<file path="config.mk">
export PLATFORM = sky130hd
export DESIGN_NAME = msg_uart_tx
export DESIGN_NICKNAME = d
export VERILOG_FILES = /design/src/rtl/msg_uart_tx.sv
export SDC_FILE = /design/constraint.sdc
export NUM_CORES = 1
export LEC_CHECK = 0
export CAP_MARGIN = 20
export CORE_UTILIZATION = 53
export DETAILED_ROUTE_END_ITERATION = 8
export GPL_TIMING_DRIVEN = 0
export PLACE_DENSITY = 0.7
export RECOVER_POWER = 100
export SLEW_MARGIN = 20
export SYNTH_ARGS = -nofsm -noshare
export SYNTH_HDL_FRONTEND = slang
export SYNTH_SLANG_ARGS = --single-unit
</file>
<file path="constraint.sdc">
create_clock -name i_clk -period 2.83 [get_ports i_clk]
set_clock_uncertainty 0.15 [all_clocks]
set_input_delay 0.566 -clock i_clk [delete_from_list [all_inputs] [get_ports i_clk]]
set_output_delay 0.566 -clock i_clk [all_outputs]
set_load 0.005 [all_outputs]
</file>
<file path="src/rtl/msg_uart_tx.sv">
// msg_uart_tx: writable message buffer serialised over an integrated 8N1-style UART transmitter.
// Define MSGTX_PARITY_EN to append an even-parity bit after the data bits of every character.
module msg_uart_tx #(
    parameter int CLOCKS_PER_BAUD = 1250,
    parameter int MSG_DEPTH       = 32,
    parameter int AW              = $clog2(MSG_DEPTH),
    parameter int DATA_BITS       = 8,
    parameter int STOP_BITS       = 1,
    parameter int REPEAT_CLOCKS   = 12_000_000
) (
    input  logic          i_clk,
    input  logic          i_reset,
    input  logic          i_wr,
    input  logic [AW-1:0] i_waddr,
    input  logic [7:0]    i_wdata,
    input  logic [AW:0]   i_len,
    input  logic          i_start,
    input  logic          i_abort,
    output logic          o_uart_tx,
    output logic          o_busy,
    output logic          o_done,
    output logic [AW-1:0] o_index
);

    localparam int BW = $clog2(CLOCKS_PER_BAUD);
    localparam logic [BW-1:0] BAUD_RELOAD = BW'(CLOCKS_PER_BAUD - 1);

    typedef enum logic [2:0] {IDLE, FETCH, START, DATA, PARITY, STOP} state_t;

    state_t        state;
    logic [AW:0]   len_q;
    logic          abort_q;
    logic [BW-1:0] baud_cnt;
    logic [2:0]    bit_cnt;
    logic [7:0]    shreg;
    logic [7:0]    mem [MSG_DEPTH];
    logic          rep_tick;
    logic          trigger;
    logic          baud_end;
    logic          last_char;
    logic          line_nxt;

    generate
        if (REPEAT_CLOCKS > 0) begin : g_rep
            localparam int RW = (REPEAT_CLOCKS > 1) ? $clog2(REPEAT_CLOCKS) : 1;
            localparam logic [RW-1:0] REP_RELOAD = RW'(REPEAT_CLOCKS - 1);
            logic [RW-1:0] rep_cnt;

            always_ff @(posedge i_clk or posedge i_reset) begin
                if (i_reset)
                    rep_cnt <= REP_RELOAD;
                else if (rep_cnt == '0)
                    rep_cnt <= REP_RELOAD;
                else
                    rep_cnt <= rep_cnt - RW'(1);
            end
            assign rep_tick = (rep_cnt == '0);
        end else begin : g_norep
            assign rep_tick = 1'b0;
        end
    endgenerate

    assign trigger   = (i_start || rep_tick) && (i_len != '0);
    assign baud_end  = (baud_cnt == '0);
    assign last_char = (({1'b0, o_index} + (AW+1)'(1)) == len_q);

    always_ff @(posedge i_clk) begin
        if (i_wr)
            mem[i_waddr] <= i_wdata;
    end

`ifdef MSGTX_PARITY_EN
    localparam logic [7:0] DATA_MASK = 8'((1 << DATA_BITS) - 1);
    logic par_q;
`endif

    // Character datapath: synchronous buffer read during FETCH, LSB-first shift during DATA
    always_ff @(posedge i_clk) begin
        if (state == FETCH) begin
            shreg <= mem[o_index];
`ifdef MSGTX_PARITY_EN
            par_q <= ^(mem[o_index] & DATA_MASK);
`endif
        end else if (state == DATA && baud_end) begin
            shreg <= {1'b0, shreg[7:1]};
        end
    end

    always_comb begin
        line_nxt = 1'b1;
        case (state)
            START:   line_nxt = 1'b0;
            DATA:    line_nxt = shreg[0];
`ifdef MSGTX_PARITY_EN
            PARITY:  line_nxt = par_q;
`endif
            default: line_nxt = 1'b1;
        endcase
    end

    // The line register follows the state one clock later, so every bit keeps its full width
    always_ff @(posedge i_clk or posedge i_reset) begin
        if (i_reset) begin
            state     <= IDLE;
            o_busy    <= 1'b0;
            o_done    <= 1'b0;
            o_index   <= '0;
            o_uart_tx <= 1'b1;
            abort_q   <= 1'b0;
            len_q     <= '0;
            baud_cnt  <= '0;
            bit_cnt   <= '0;
        end else begin
            o_done    <= 1'b0;
            o_uart_tx <= line_nxt;
            if (state != IDLE && i_abort)
                abort_q <= 1'b1;
            case (state)
                IDLE: begin
                    if (trigger) begin
                        state   <= FETCH;
                        o_busy  <= 1'b1;
                        o_index <= '0;
                        len_q   <= i_len;
                    end
                end
                FETCH: begin
                    state    <= START;
                    baud_cnt <= BAUD_RELOAD;
                end
                START: begin
                    if (baud_end) begin
                        state    <= DATA;
                        baud_cnt <= BAUD_RELOAD;
                        bit_cnt  <= 3'(DATA_BITS - 1);
                    end else begin
                        baud_cnt <= baud_cnt - BW'(1);
                    end
                end
                DATA: begin
                    if (baud_end) begin
                        baud_cnt <= BAUD_RELOAD;
                        if (bit_cnt == '0) begin
`ifdef MSGTX_PARITY_EN
                            state   <= PARITY;
`else
                            state   <= STOP;
                            bit_cnt <= 3'(STOP_BITS - 1);
`endif
                        end else begin
                            bit_cnt <= bit_cnt - 3'd1;
                        end
                    end else begin
                        baud_cnt <= baud_cnt - BW'(1);
                    end
                end
                PARITY: begin
                    if (baud_end) begin
                        state    <= STOP;
                        baud_cnt <= BAUD_RELOAD;
                        bit_cnt  <= 3'(STOP_BITS - 1);
                    end else begin
                        baud_cnt <= baud_cnt - BW'(1);
                    end
                end
                STOP: begin
                    if (baud_end) begin
                        if (bit_cnt == '0) begin
                            if (abort_q || last_char) begin
                                state   <= IDLE;
                                o_busy  <= 1'b0;
                                o_index <= '0;
                                o_done  <= !abort_q;
                                abort_q <= 1'b0;
                            end else begin
                                state   <= FETCH;
                                o_index <= o_index + AW'(1);
                            end
                        end else begin
                            bit_cnt  <= bit_cnt - 3'd1;
                            baud_cnt <= BAUD_RELOAD;
                        end
                    end else begin
                        baud_cnt <= baud_cnt - BW'(1);
                    end
                end
                default: state <= IDLE;
            endcase
        end
    end

endmodule

</file>
==> results.md <==
- For the worst setup path, the data arrival time is about 3.0 ns.
- In the final layout, the multi-input gates occupy 3820 sq um.
- Across the run, the number of max-cap violations was 2.
- The number of DRC violations after detailed routing is 0.
- Ranked by total cell area, the synthesized netlist is headed by sky130_fd_sc_hd__edfxtp_1 59%, sky130_fd_sc_hd__mux4_2 8.6%, sky130_fd_sc_hd__dfrtp_1 7.1%.
- The headroom to the max-slew limit is -8.80%.
- Once routing completed, OpenROAD measured the worst setup slack at roughly 0.076 ns.
- The tightest hold path in the finished design has a slack of 0.316 ns.
- The average wire per standard cell is ~23 microns.
- IR analysis of the VDD net gives a maximum drop of roughly 0.65 mV.
- The layout overhead on the synthesized area is 13.7%.
- The total wire length is about 29000 microns.
- TritonCTS built the clock tree.
- The placed wire-length estimate after detailed placement is 18700 microns.
- The final weighted congestion in routability-driven placement is slightly above 0.8.
- Counting distinct cell types in the post-synthesis netlist gives 63.
- For this design, the sink count on the clock tree is 320.
- After detailed placement, the design holds a cell count of about 1200.
- For this design the top-level I/O count stands at 32.
- By area, the combinational part of the netlist is dominated by multiplexers.
- The pre-antenna-repair detailed-routing pass consisted of 5 iterations.
- After clock tree synthesis, the clock-pin slew on the worst setup and hold paths is 0.06 ns.
- The via count of the first global-routing pass is roughly 7600.
- Leaving out fill and tap cells, the most frequent cell in the layout is sky130_fd_sc_hd__edfxtp_1.
- In this run the critical register-to-register path is captured at len_q[2].
- The number of antenna violations at the first check in global routing came to 0.
- In this run the cell area measured after placement is approximately 14000 sq um.
- For this run, the leading register cell type out of synthesis is sky130_fd_sc_hd__edfxtp_1.
- The count of standard-cell rows is 57.
- In the global route stage, overall resource usage came out at between 20% and 30%.
- The number of nets in the finished design is between 900 and 1000.
- The maximum clock path buffer count is 3.
- The number of max-slew violations in the final report was 33.
- The element type at the critical path end is a flip-flop.
- The run finished, with violations left.
- Entering global routing, the biggest net connects between 50 and 60 pins.
- STA puts the critical path data required time at roughly 3 ns.
- The tightest min-delay check is of the flip-flop to flip-flop type.
- The worst hold path begins at g_rep.rep_cnt[0].
- The total global routing overflow is 0.
- In this run the remaining antenna-violating nets after routing total 0.
- Counting instances, the worst hold path has a depth of 1.
- The number of failing hold endpoints at the final stage came to 0.
- The final number of setup-violating endpoints is 0.
- The final reports fail on max-capacitance violations, max-slew violations.
- The transition time of the tightest slew-check pin is roughly 1.6 ns.
- The antenna cell count is 0.
- In the final layout, the share of cells above drive strength 1 is about 20%.
- The area taken by flip-flops and latches is between 9000 and 10000 sq um.
- The die area is roughly 26000 sq um.
- After Yosys synthesis, full adders, half adders and majority gates account for less than 1% of the synthesized area.
- The number of filler instances in the final layout is 1809.
- Counting I/O delays and the setup requirement, the final critical path takes ~2.8 ns.
- The die span in y is 161 microns.
- The clock insertion delay at the later pin of the skew report is ~0.52 ns.
- The startpoint identified for the worst register-to-register timing path is g_rep.rep_cnt[19].
- The per-instance average area after synthesis is approximately 16 sq um.
- Buffers placed on the I/O ports in this run total 31.
- The post-synthesis instance total is about 830.
- The core footprint is between 20000 and 25000 sq um.
- The share of the synthesized area in compound gates (AO/OA/AOI/OAI) is approximately 5.8%.
- The post-route cell area is 15200 sq um.
- The buffer type at the clock tree root is sky130_fd_sc_hd__clkbuf_16.
- The H-tree level count is 2.
- For this run, the register share of the synthesized area comes to a little over two thirds.
- Of all flip-flops after synthesis, the portion carrying an async set or reset was 17.5%.
- Dividing the detail-routed via count by the number of cells gives around 6.1.
- For this run, the slowest stage of the critical path takes ~0.54 ns.
- The destination of the worst hold path is g_rep.rep_cnt[0].
- Summing the areas of all xor and xnor instances in the mapped netlist gives under 10% of the synthesized area.
- The path type of the worst setup path is flip-flop to flip-flop.
- The finished layout holds ~1200 standard cells, fillers aside.
- Of the post-synthesis cell area, the part taken by muxes is about an eighth.
- After clock tree synthesis, the setup repair step added 0 buffers.
- The leakage component of the power is ~5.0 nW.
- The synthesized netlist occupies a cell area of between 10000 and 15000 sq um.
- The post-route total power is around 10 mW.
- In this run the register-to-register setup slack is roughly 0.076 ns.
- Dividing the final minimum period by the clock period gives between 90% and 100%.
- The fraction of synthesized cell area taken by the top area cell type is 59.3%.
- For this block, the initial DRC count from the detailed router was ~830.
- The number of flip-flops and latches in the synthesized netlist is 320.
- Summing the areas of all and, or, nand and nor instances in the mapped netlist gives 8.16% of the synthesized area.
- Power spread over the standard cell area amounts to approximately 670 nW/um^2.
- The worst-case setup slack after placement is -0.893 ns.
- For this run, the number of Yosys warnings is 0.
- In the layout the commonest cells are 264 x sky130_fd_sc_hd__edfxtp_1, 70 x sky130_fd_sc_hd__nor2_1, 59 x sky130_fd_sc_hd__nand2_1.
- The effective utilization at floorplan is 54.5%.
- Setup repair after global routing could not meet its margin everywhere.
- The total number of vias is roughly 7600.
- The maximum achievable frequency is 0.363 GHz.
- Along the worst path, the maximum fanout reaches 8.
- sky130_fd_sc_hd__edfxtp_1 takes more of the synthesized area than any other cell.
- The cell with the largest stage delay on the worst path is sky130_fd_sc_hd__or4_4.
- When the netlist entered floorplanning its net count stood at 862.
- Traced cell by cell, the critical path runs through or4_4, or4_1, clkbuf_1, nor3_4, o211ai_4, mux2_2.
- The first global-routing pass estimated roughly 44000 microns of wire.
- The number of synthesized flops with an enable pin is about 260.
- The number of buffers inserted during clock tree synthesis is 34.
- The nature of the critical path startpoint is a flip-flop.
- The number of cells traversed by the worst register-to-register path is 6.
- The width of the die is around 160 microns.
## stage by stage
| stage | setup TNS (ns) | util [%] |
|---|---|---|
| 3_3_place_gp | -33.09 | 57.4 |
| 2_1_floorplan | 0 | - |
| 3_5_place_dp | -22.96 | 57.4 |
| 4_1_cts | 0 | 62.0 |
| 6_report | 0 | 62.0 |
| 5_1_grt | -0.902 | 62.0 |
## where the power goes
part | switching (mW) | internal, mW | leakage, nW | total [mW]
Clock | 1.79 | 2.60 | 0.532 | 4.39
Sequential | 0.112 | 5.24 | 3.04 | 5.35
Combinational | 0.285 | 0.195 | 1.42 | 0.480
Total | 2.19 | 8.03 | 5.00 | 10.2
## state kept, by name, summed over array words and instances, names as in the netlist
| signal | count |
|---|---|
| shreg | 8 |
| o_done | 1 |
| abort_q | 1 |
| bit_cnt | 3 |
| g_rep.rep_cnt | 24 |
| mem | 256 |
| o_busy | 1 |
| o_uart_tx | 1 |
| len_q | 6 |
| state | 3 |
| baud_cnt | 11 |
| o_index | 5 |
## cells in the mapped netlist, types with 15 or more instances
cell and instances:
sky130_fd_sc_hd__mux4_2 51, sky130_fd_sc_hd__a21oi_1 15, sky130_fd_sc_hd__inv_1 17, sky130_fd_sc_hd__nand3_1 15, sky130_fd_sc_hd__edfxtp_1 264, sky130_fd_sc_hd__clkbuf_1 23, sky130_fd_sc_hd__mux2_2 22, sky130_fd_sc_hd__xnor2_1 16
sky130_fd_sc_hd__dfstp_2 18, sky130_fd_sc_hd__dfrtp_1 38, sky130_fd_sc_hd__o21ai_0 23, sky130_fd_sc_hd__nor2_1 70, sky130_fd_sc_hd__nand2_1 59, sky130_fd_sc_hd__mux2i_1 27
## how the worst max path moves through the flow
stage                                  from          to  depth (start not counted)
after CTS                        o_index[1]    shreg[4]                          8
after floorplan           g_rep.rep_cnt[18]  o_index[2]                          6
after global placement           o_index[1]    shreg[4]                          8
after detailed placement         o_index[1]    shreg[4]                          8
final                     g_rep.rep_cnt[19]    len_q[2]                          6
after global routing            baud_cnt[1]  o_index[2]                          7
## layout make-up
cell class | instances | share of cell area (%)
clock inverter | 21 | 1.51
buffer | 35 | 1.23
inverter | 19 | 0.477
multi-input combinational | 458 | 25.2
sequential | 320 | 61.5
clock buffer | 36 | 5.71
tap | 324 | 2.67
timing repair buffer | 31 | 1.71
## routing by layer
layer  share of wire (%)  global-route usage (%)  vias to the layer above
met5                   0                       0                        -
met4                 2.6                    7.68                        0
met3                 6.9                    3.46                       52
met2                  46                    36.4                      297
met1                  44                    33.4                     3819
li1                    -                       -                     3426
## cells by family (layout without fill, tap and decap cells)
logic type / after synthesis / in the layout
flip-flops: 320 / 320
AND/OR/NAND/NOR: 221 / 221
AO/OA/AOI/OAI: 109 / 109
multiplexers: 100 / 100
buffers and inverters: 54 / 142
XOR/XNOR: 22 / 22
adder cells (fa/ha/maj): 6 / 6
## repair_timing
item	in CTS	in global routing
setup endpoints to repair	9	18
hold buffers	0	0
gates resized for setup	20	9
## worst max-delay path, delay by kind of cell (launching register included)
family	cells	cell delay, ns
simple gates	3	1.39
compound gates	1	0.19
flops	1	0.40
mux	1	0.32
buf+inv	1	0.19
Power figures use the tool's default switching activity.
